$ cat config.mk
export PLATFORM = sky130hd
export DESIGN_NAME = multdiv_unit
export DESIGN_NICKNAME = d
export VERILOG_FILES = /design/src/rtl/multdiv_unit.sv
export SDC_FILE = /design/constraint.sdc
export NUM_CORES = 1
export LEC_CHECK = 0
export BUFFER_PORTS_ARGS = -buffer_cell sky130_fd_sc_hd__clkbuf_2
export CORE_UTILIZATION = 55
export CTS_CLUSTER_SIZE = 24
export DETAILED_ROUTE_END_ITERATION = 6
export GPL_TIMING_DRIVEN = 0
export PLACE_DENSITY = 0.78
export SLEW_MARGIN = 20
export SYNTH_ARGS = -nofsm -noshare
export SYNTH_HDL_FRONTEND = slang
export SYNTH_SLANG_ARGS = --single-unit
$ cat constraint.sdc
create_clock -name clk -period 3.7 [get_ports clk]
set_clock_uncertainty 0.05 [all_clocks]
set_input_delay 0.37 -clock clk [delete_from_list [all_inputs] [get_ports clk]]
set_output_delay 0.37 -clock clk [all_outputs]
set_load 0.1 [all_outputs]
$ cat src/rtl/multdiv_unit.sv
// Iterative unsigned multiply/divide unit owning the HI/LO register pair.
// MULTU uses shift-add and DIVU uses restoring division. Each runs one radix-2 step
// per clock for WIDTH clocks. MTHI/MTLO write HI/LO directly.
// All outputs come straight from flops.
// WIDTH must be at least 2.
module multdiv_unit #(
    parameter int unsigned WIDTH = 32
) (
    input  logic             clk,
    input  logic             reset,
    input  logic             start,
    input  logic [1:0]       op,
    input  logic [WIDTH-1:0] a,
    input  logic [WIDTH-1:0] b,
    output logic             busy,
    output logic             done,
    output logic [WIDTH-1:0] hi,
    output logic [WIDTH-1:0] lo
);

    localparam int unsigned CntW = (WIDTH > 1) ? $clog2(WIDTH) : 1;

    localparam logic [1:0] OpMultu = 2'b00;
    localparam logic [1:0] OpDivu  = 2'b01;
    localparam logic [1:0] OpMthi  = 2'b10;
    localparam logic [1:0] OpMtlo  = 2'b11;

    typedef enum logic [1:0] {StIdle, StRun, StDone} state_e;

    state_e             state_q, state_d;
    logic [CntW-1:0]    cnt_q, cnt_d;
    logic [2*WIDTH-1:0] acc_q, acc_d;
    // Multiplicand (MULTU), divisor (DIVU) or dividend (DIVU by zero).
    logic [WIDTH-1:0]   opnd_q, opnd_d;
    logic               is_div_q, is_div_d;
    // DIVU by zero: the result is written on the edge after entry into StDone.
    logic               zero_pend_q, zero_pend_d;
    logic               busy_q, busy_d;
    logic               done_q, done_d;
    logic [WIDTH-1:0]   hi_q, hi_d;
    logic [WIDTH-1:0]   lo_q, lo_d;

    logic [WIDTH:0]     mul_sum;
    logic [2*WIDTH-1:0] mul_next;
    logic [WIDTH:0]     div_diff;
    logic [2*WIDTH-1:0] div_next;
    logic [2*WIDTH-1:0] step_next;
    logic               accept;

    // One radix-2 step of each algorithm on the shared accumulator.
    always_comb begin
        // Multiply: acc = {partial product, remaining multiplier bits}.
        mul_sum  = {1'b0, acc_q[2*WIDTH-1:WIDTH]} + (acc_q[0] ? {1'b0, opnd_q} : '0);
        mul_next = {mul_sum, acc_q[WIDTH-1:1]};
        // Divide: acc = {partial remainder, dividend bits shifting into quotient bits}.
        div_diff = acc_q[2*WIDTH-1:WIDTH-1] - {1'b0, opnd_q};
        if (div_diff[WIDTH]) begin
            div_next = {acc_q[2*WIDTH-2:0], 1'b0};
        end else begin
            div_next = {div_diff[WIDTH-1:0], acc_q[WIDTH-2:0], 1'b1};
        end
        step_next = is_div_q ? div_next : mul_next;
    end

    // Next-state and output logic.
    always_comb begin
        state_d     = state_q;
        cnt_d       = cnt_q;
        acc_d       = acc_q;
        opnd_d      = opnd_q;
        is_div_d    = is_div_q;
        zero_pend_d = zero_pend_q;
        done_d      = 1'b0;
        hi_d        = hi_q;
        lo_d        = lo_q;
        accept      = 1'b0;

        unique case (state_q)
            StIdle: begin
                accept = start;
            end
            StRun: begin
                acc_d = step_next;
                cnt_d = cnt_q - 1'b1;
                if (cnt_q == '0) begin
                    hi_d    = step_next[2*WIDTH-1:WIDTH];
                    lo_d    = step_next[WIDTH-1:0];
                    done_d  = 1'b1;
                    state_d = StDone;
                end
            end
            StDone: begin
                if (zero_pend_q) begin
                    // Finish the divide-by-zero write; later requests are taken next cycle.
                    hi_d        = opnd_q;
                    lo_d        = {WIDTH{1'b1}};
                    done_d      = 1'b1;
                    zero_pend_d = 1'b0;
                end else begin
                    state_d = StIdle;
                    accept  = start;
                end
            end
            default: begin
                state_d = StIdle;
            end
        endcase

        if (accept) begin
            unique case (op)
                OpMultu: begin
                    acc_d    = {{WIDTH{1'b0}}, b};
                    opnd_d   = a;
                    is_div_d = 1'b0;
                    cnt_d    = CntW'(WIDTH - 1);
                    state_d  = StRun;
                end
                OpDivu: begin
                    if (b == '0) begin
                        opnd_d      = a;
                        zero_pend_d = 1'b1;
                        state_d     = StDone;
                    end else begin
                        acc_d    = {{WIDTH{1'b0}}, a};
                        opnd_d   = b;
                        is_div_d = 1'b1;
                        cnt_d    = CntW'(WIDTH - 1);
                        state_d  = StRun;
                    end
                end
                OpMthi: hi_d = a;
                OpMtlo: lo_d = a;
                default: ;
            endcase
        end

        busy_d = (state_d == StRun);
    end

    // State and output registers; reset clears everything at once.
    always_ff @(posedge clk or negedge reset) begin
        if (!reset) begin
            state_q     <= StIdle;
            cnt_q       <= '0;
            acc_q       <= '0;
            opnd_q      <= '0;
            is_div_q    <= 1'b0;
            zero_pend_q <= 1'b0;
            busy_q      <= 1'b0;
            done_q      <= 1'b0;
            hi_q        <= '0;
            lo_q        <= '0;
        end else begin
            state_q     <= state_d;
            cnt_q       <= cnt_d;
            acc_q       <= acc_d;
            opnd_q      <= opnd_d;
            is_div_q    <= is_div_d;
            zero_pend_q <= zero_pend_d;
            busy_q      <= busy_d;
            done_q      <= done_d;
            hi_q        <= hi_d;
            lo_q        <= lo_d;
        end
    end

    assign busy = busy_q;
    assign done = done_q;
    assign hi   = hi_q;
    assign lo   = lo_q;

endmodule

## Yosys cells after proc, flatten, opt, wreduce, memory -nomap -nowiden

Index checks and enable logic that the tools add are counted.

- Latch bits: 0
- Memories kept: 0
- Output and inout bits: 66
- Flip-flop bits (word level): 171
- Bits in writable memories: 0
- Memory bits (read-only): 0

- Magnitude comparators: 0
- Divide/modulo/power cells: 0
- Mux-type cells: 40
- $mul: 0
- Eq/ne operators: 7
- $add $sub $neg: 3
- Shift operators: 0
- Bitwise logic cells: 0
- Reductions and logical operators: 7

Operator list:

| cell | count |
|---|---|
| $mux 32 | 10 |
| $mux 64 | 5 |
| $pmux 32 s2 | 3 |
| $pmux 64 s2 | 1 |
| $add 32x32->33 | 1 |
| $sub 33x32->33 | 1 |
| $logic_not 32->1 | 1 |
| $mux 5 | 3 |
| $pmux 5 s2 | 1 |
| $mux 1 | 8 |
| $mux 2 | 4 |
| $eq 2x1->1 const B | 3 |
| $eq 2x2->1 const B | 3 |
| $pmux 1 s2 | 3 |
| $pmux 2 s3 | 1 |
| $logic_not 5->1 | 1 |
| $sub 5x1->5 const B | 1 |
| $logic_not 2->1 | 2 |
| $pmux 2 s2 | 1 |
| $reduce_and 3->1 | 1 |
| $ne 2x2->1 const B | 1 |
| $reduce_and 2->1 | 1 |
| $reduce_bool 2->1 | 1 |

## Depth between registers and ports, before layout

- Word-level depth: 7
- Depth in mapped cells: 15
- Depth with buffers taken out: 14

## Worst setup path after synthesis

No wires, ideal clock.

- Path kind: flip-flop to flip-flop
- Start: register acc_q[31]
- End: register acc_q[53]
- Buffers on the path: 1
- Stages on the path, launching flop included: 16
- Data arrival time: 3.267 ns
- Period minus slack after synthesis: 3.454 ns
- Required time: 3.513 ns
- Slack: 0.246 ns
- Cells stage by stage: dfrtp_1 inv_1 ha_1 inv_1 fa_1 a211oi_1 nor2_1 o31ai_2 o21a_1 o41a_1 o21ai_4 xnor2_1 clkbuf_1 nor3_1 a311oi_1 a21oi_1

- Word-level cells in the longest chain between the ends: 7

Ends and longest elaborated chain:

| item | line | source |
|---|---|---|
| from (decl) | 32 | `logic [2*WIDTH-1:0] acc_q, acc_d;` |
| from (signal assigned) | 145 | `acc_q <= '0;` |
| from (signal assigned) | 156 | `acc_q <= acc_d;` |
| $sub 33x32->33 (*) | 56 | `div_diff = acc_q[2*WIDTH-1:WIDTH-1] - {1'b0, opnd_q};` |
| $mux 64 (*) | 57 | `if (div_diff[WIDTH]) begin` |
| $mux 64 (*) | 62 | `step_next = is_div_q ? div_next : mul_next;` |
| $mux 64 (*) | 78 | `unique case (state_q)` |
| $mux 64 | 119 | `if (b == '0) begin` |
| $pmux 64 s2 | 110 | `unique case (op)` |
| $mux 64 (*) | 109 | `if (accept) begin` |
| via acc_d[53] | 32 |  |

The timed path passes the listed nets; every way through them passes the cells marked *.
A chain may end at the register's enable or synchronous reset.

## Worst setup path in the final report

- Start: register acc_q[31]
- End: register hi_q[11] (netlist: hi[11])

- Word-level cells in the longest chain between the ends: 7

Ends and longest elaborated chain:

| item | line | source |
|---|---|---|
| $sub 33x32->33 (*) | 56 |  |
| $mux 64 (*) | 57 |  |
| $mux 64 (*) | 62 |  |
| $mux 32 (*) | 85 | `if (cnt_q == '0) begin` |
| $pmux 32 s2 (*) | 78 |  |
| $mux 32 | 110 |  |
| $mux 32 (*) | 109 |  |
| via hi_d[11] | 40 | `logic [WIDTH-1:0] hi_q, hi_d;` |
| to (signal assigned) | 162 | `hi_q <= hi_d;` |
| to (decl) | 40 |  |

Marked as above.

==> run summary <==
The run finished, with violations left. The final reports fail on negative setup slack. The clock slew at the register clock pins of the worst setup and hold paths is 70 ps. Wire segments on met2 add up to 20800 um in the final route. The total area inside the core boundary comes to 22800 um^2. The average via count per standard cell came out at 6.49.

For this run, the post-layout net count is 1883. In this run the count of I/O pins placed on the die edge is 135. Measured along the x axis, the die boundary spans approximately 160 um.

Counting flops with a built-in enable in the synthesized netlist gives 0. In this run the remaining antenna-violating nets after routing total 0. After detailed routing, no signal wire sits above met4. For this run, the leading register cell type out of synthesis is sky130_fd_sc_hd__dfrtp_1.

The endpoint required time on the critical path is around 4000 ps. After detailed routing, the total wire length is around 46000 um. The first TritonRoute pass finished after 6 iterations. At the pin with the least slew margin, the transition time is 1090 ps. The post-synthesis sequential area ratio came out at 33.0%. The number of standard cells after synthesis came out at 1574.

The worst-path maximum fanout is 5. The post-detailed-placement cell area came out at 14100 um^2. The total congestion overflow came out at 0. Setup repair after global routing could not meet its margin everywhere. The H-tree depth reported by CTS came out at 4.

The die is 155 um tall. The final worst hold slack came out at 202 ps. The origin of the worst setup path is acc_q[31]. The max-slew violation count is 0. For this configuration, the core starts out at a cell density of a little under three fifths. The wire length per cell came out at 22.3 um. Across the run, the number of max-cap violations was 0. 0 antenna diodes ended up in the layout. The endpoint identified for the worst register-to-register timing path is hi[11]. The critical path ends at hi[11]. The count of cell types in the netlist is 73. The launch instance of the worst register-to-register path is acc_q[31]. The number of violations reported at the end of detailed-routing iteration 0 is 1272. The share of cells above drive strength 1 came out at 16.2%.

The fraction of registers with async set or reset after synthesis came out at 100%. The kind of capture point of the worst setup path is a flip-flop. The met3 routed wirelength came out at 4770 um.

For this run, the top clock speed supported by timing is 0.268 GHz. The die covers ~24000 um^2. The worst path setup slack after routing is -25.2 ps. The final instance area came out at between 15000 and 20000 um^2. The minimum setup slack among reg-to-reg paths is -30 ps. The number of storage elements in the synthesis netlist is ~170.

In the finished design, the share of the clock period the worst path needs comes to 101%. The initial antenna violation count came out at 0. The path type of the worst setup path is reg -> reg. A synthesized cell averages between 8 and 9 um^2. The path depth of the worst reg2reg path is 15. The largest buffer count on any clock path is 2. The CTS tree is done.

The clock latency at the later pin of the worst-skew pair is 430 ps. The number of fill cells in the layout is 1942. The via count of the first global-routing pass was about 13000. The global placer's final weighted congestion came out at 1.06. Entering global routing, the biggest net connects 88 pins. The sink count of the clock tree is about 170.

The number of hold-slack violations in the final timing report is 0. The setup violation total in the final timing report is 2. After detailed routing, the number of remaining DRC violations is 0.

The total number of vias came out at 13400. Leaving out fill and tap cells, the most frequent cells in the layout are sky130_fd_sc_hd__a21oi_1 (170), sky130_fd_sc_hd__dfrtp_1 (159), sky130_fd_sc_hd__o21ai_0 (152). The number of CTS-inserted buffers came out at 17. The global-route wire length before repair is a little over 70000 um.

The placed wire-length estimate is 35600 um. The tree is rooted in a sky130_fd_sc_hd__clkbuf_16. The total number of yosys warnings is 0. The post-route met1 wirelength is about 18000 um. The layout overhead on the synthesized area came out at 17.5%. The core utilization of the finished layout is approximately 67%. STA classifies the critical path startpoint as a flip-flop. The critical path data arrival time is 3980 ps. The number of placement rows came out at 55.

The cell area that synthesis handed to floorplanning was roughly 13000 um^2. The global routing usage summed across all routing layers is 38.1%. The relative max-transition margin came out at a little over a quarter. The path class of the lowest-slack min-delay path is in -> reg. The most common cell after layout, fill and taps aside is sky130_fd_sc_hd__a21oi_1. Port buffering added 133 buffers. The smallest clock period supported by the final layout is computed as 3730 ps.

Synthesis produced a netlist with a net count of 1714.
how the worst min path moves through the flow:
| stage | startpoint | to | slack, ps | cells past startpoint |
|---|---|---|---|---|
| 6_report | a[4] | lo[4] | 200 | 3 |
| 5_1_grt | a[4] | lo[4] | 210 | 3 |
| 4_1_cts | a[17] | lo[17] | 210 | 3 |
| 3_5_place_dp | reset | acc_q[3] | 430 | 1 |
| 3_3_place_gp | opnd_q[28] | opnd_q[28] | 480 | 2 |
| 2_1_floorplan | reset | acc_q[0] | 20 | 0 |
registers in the layout, summed over array words and instances (netlist names):
register	count
acc_q	64
hi	32
lo	32
opnd_q	32
cnt_q	5
state_q	2
busy	1
done	1
is_div_q	1
zero_pend_q	1
synthesized netlist by cell type, types with 6 or more instances:
cell                       number  area share (%)
sky130_fd_sc_hd__a311oi_1       6            0.41
sky130_fd_sc_hd__mux2i_1       70             5.4
sky130_fd_sc_hd__a31oi_1       10            0.48
sky130_fd_sc_hd__nor4_1        13            0.63
sky130_fd_sc_hd__a221oi_1      27             1.8
sky130_fd_sc_hd__nor2b_1        8            0.39
sky130_fd_sc_hd__buf_1          6            0.17
sky130_fd_sc_hd__o21a_1        10            0.58
sky130_fd_sc_hd__and3_1        13            0.63
sky130_fd_sc_hd__dfrtp_1      171              33
sky130_fd_sc_hd__and2_1        41             2.0
sky130_fd_sc_hd__xor2_1        23             1.6
sky130_fd_sc_hd__o21ai_0      161             6.2
sky130_fd_sc_hd__o31ai_1        7            0.41
sky130_fd_sc_hd__nand2b_1      24             1.2
sky130_fd_sc_hd__nand4_1       13            0.63
sky130_fd_sc_hd__a21o_1        25             1.4
sky130_fd_sc_hd__inv_1         48             1.4
sky130_fd_sc_hd__or3_1         21             1.0
sky130_fd_sc_hd__nor2_1       105             3.0
sky130_fd_sc_hd__a221o_1        7            0.54
sky130_fd_sc_hd__a22oi_1       32             1.9
sky130_fd_sc_hd__ha_1          69             6.7
sky130_fd_sc_hd__mux2_2        15             1.3
sky130_fd_sc_hd__o22ai_1       54             2.6
sky130_fd_sc_hd__nor3_1        13            0.50
sky130_fd_sc_hd__clkbuf_1      97             2.8
sky130_fd_sc_hd__o211ai_1      12            0.70
sky130_fd_sc_hd__a211oi_1      20             1.2
sky130_fd_sc_hd__nand3_1       21            0.81
sky130_fd_sc_hd__a21oi_1      179             6.9
sky130_fd_sc_hd__xnor2_1       34             2.3
sky130_fd_sc_hd__nand2_1      145             4.2
routing by layer:
layer  GRT usage (%)  vias up
li1                -     6173
met1            51.5     6309
met2            60.4      802
met3            5.93      143
met4            16.9        0
met5               0        -
critical path: stages (launching register included):
cell and delay (ps):
sky130_fd_sc_hd__dfrtp_1 430, sky130_fd_sc_hd__inv_4 120, sky130_fd_sc_hd__ha_4 150, sky130_fd_sc_hd__inv_2 40, sky130_fd_sc_hd__fa_2 380, sky130_fd_sc_hd__a211oi_4 250
sky130_fd_sc_hd__nor2_4 80, sky130_fd_sc_hd__o31ai_4 280, sky130_fd_sc_hd__o21a_1 240, sky130_fd_sc_hd__o41a_1 260, sky130_fd_sc_hd__o21ai_4 130, sky130_fd_sc_hd__xor2_4 290
sky130_fd_sc_hd__buf_8 180, sky130_fd_sc_hd__mux2_2 350, sky130_fd_sc_hd__o211ai_1 260, sky130_fd_sc_hd__a21oi_1 110
what timing repair did:
item,CTS,global route
gates cloned,0,1
gates resized for setup,38,72
endpoints found under the setup margin,66,51
hold buffers,1,0
pin swaps,8,36
hold endpoints to repair,37,0
buffers inserted,5,9
stage by stage:
stage	instances	setup TNS, ps	worst slack (ps)
2_1_floorplan	1574	0	246
3_3_place_gp	2020	-196810	-980
3_5_place_dp	2021	-39800	-1000
4_1_cts	2059	0	14.6
5_1_grt	2069	-507	-89.4
6_report	2069	-41.8	-25.2
cells by family after synthesis:
logic type | Yosys count | share of synthesized area (%)
DFF | 171 | 33.0
adders and majority gates | 71 | 6.97
buffers and inverters | 156 | 4.62
xor gates and xnor gates | 58 | 4.06
muxes | 85 | 6.71
and+or+nand+nor | 438 | 16.2
AOI/OAI and AO/OA | 595 | 28.4
cell type report:
class / count / area, um^2 / area share [%]
timing repair buffer: 150 / 846 / 5.56
clock inverter: 13 / 154 / 1.01
sequential: 171 / 4290 / 28.2
clock buffer: 19 / 453 / 2.98
tap: 313 / 392 / 2.57
buffer: 107 / 457 / 3.00
multi-input combinational: 1247 / 8440 / 55.4
inverter: 49 / 186 / 1.22
Power is left out: the tool's default activity adds up to more than one toggle a clock period on the data nets, which glitch-free logic cannot reach.
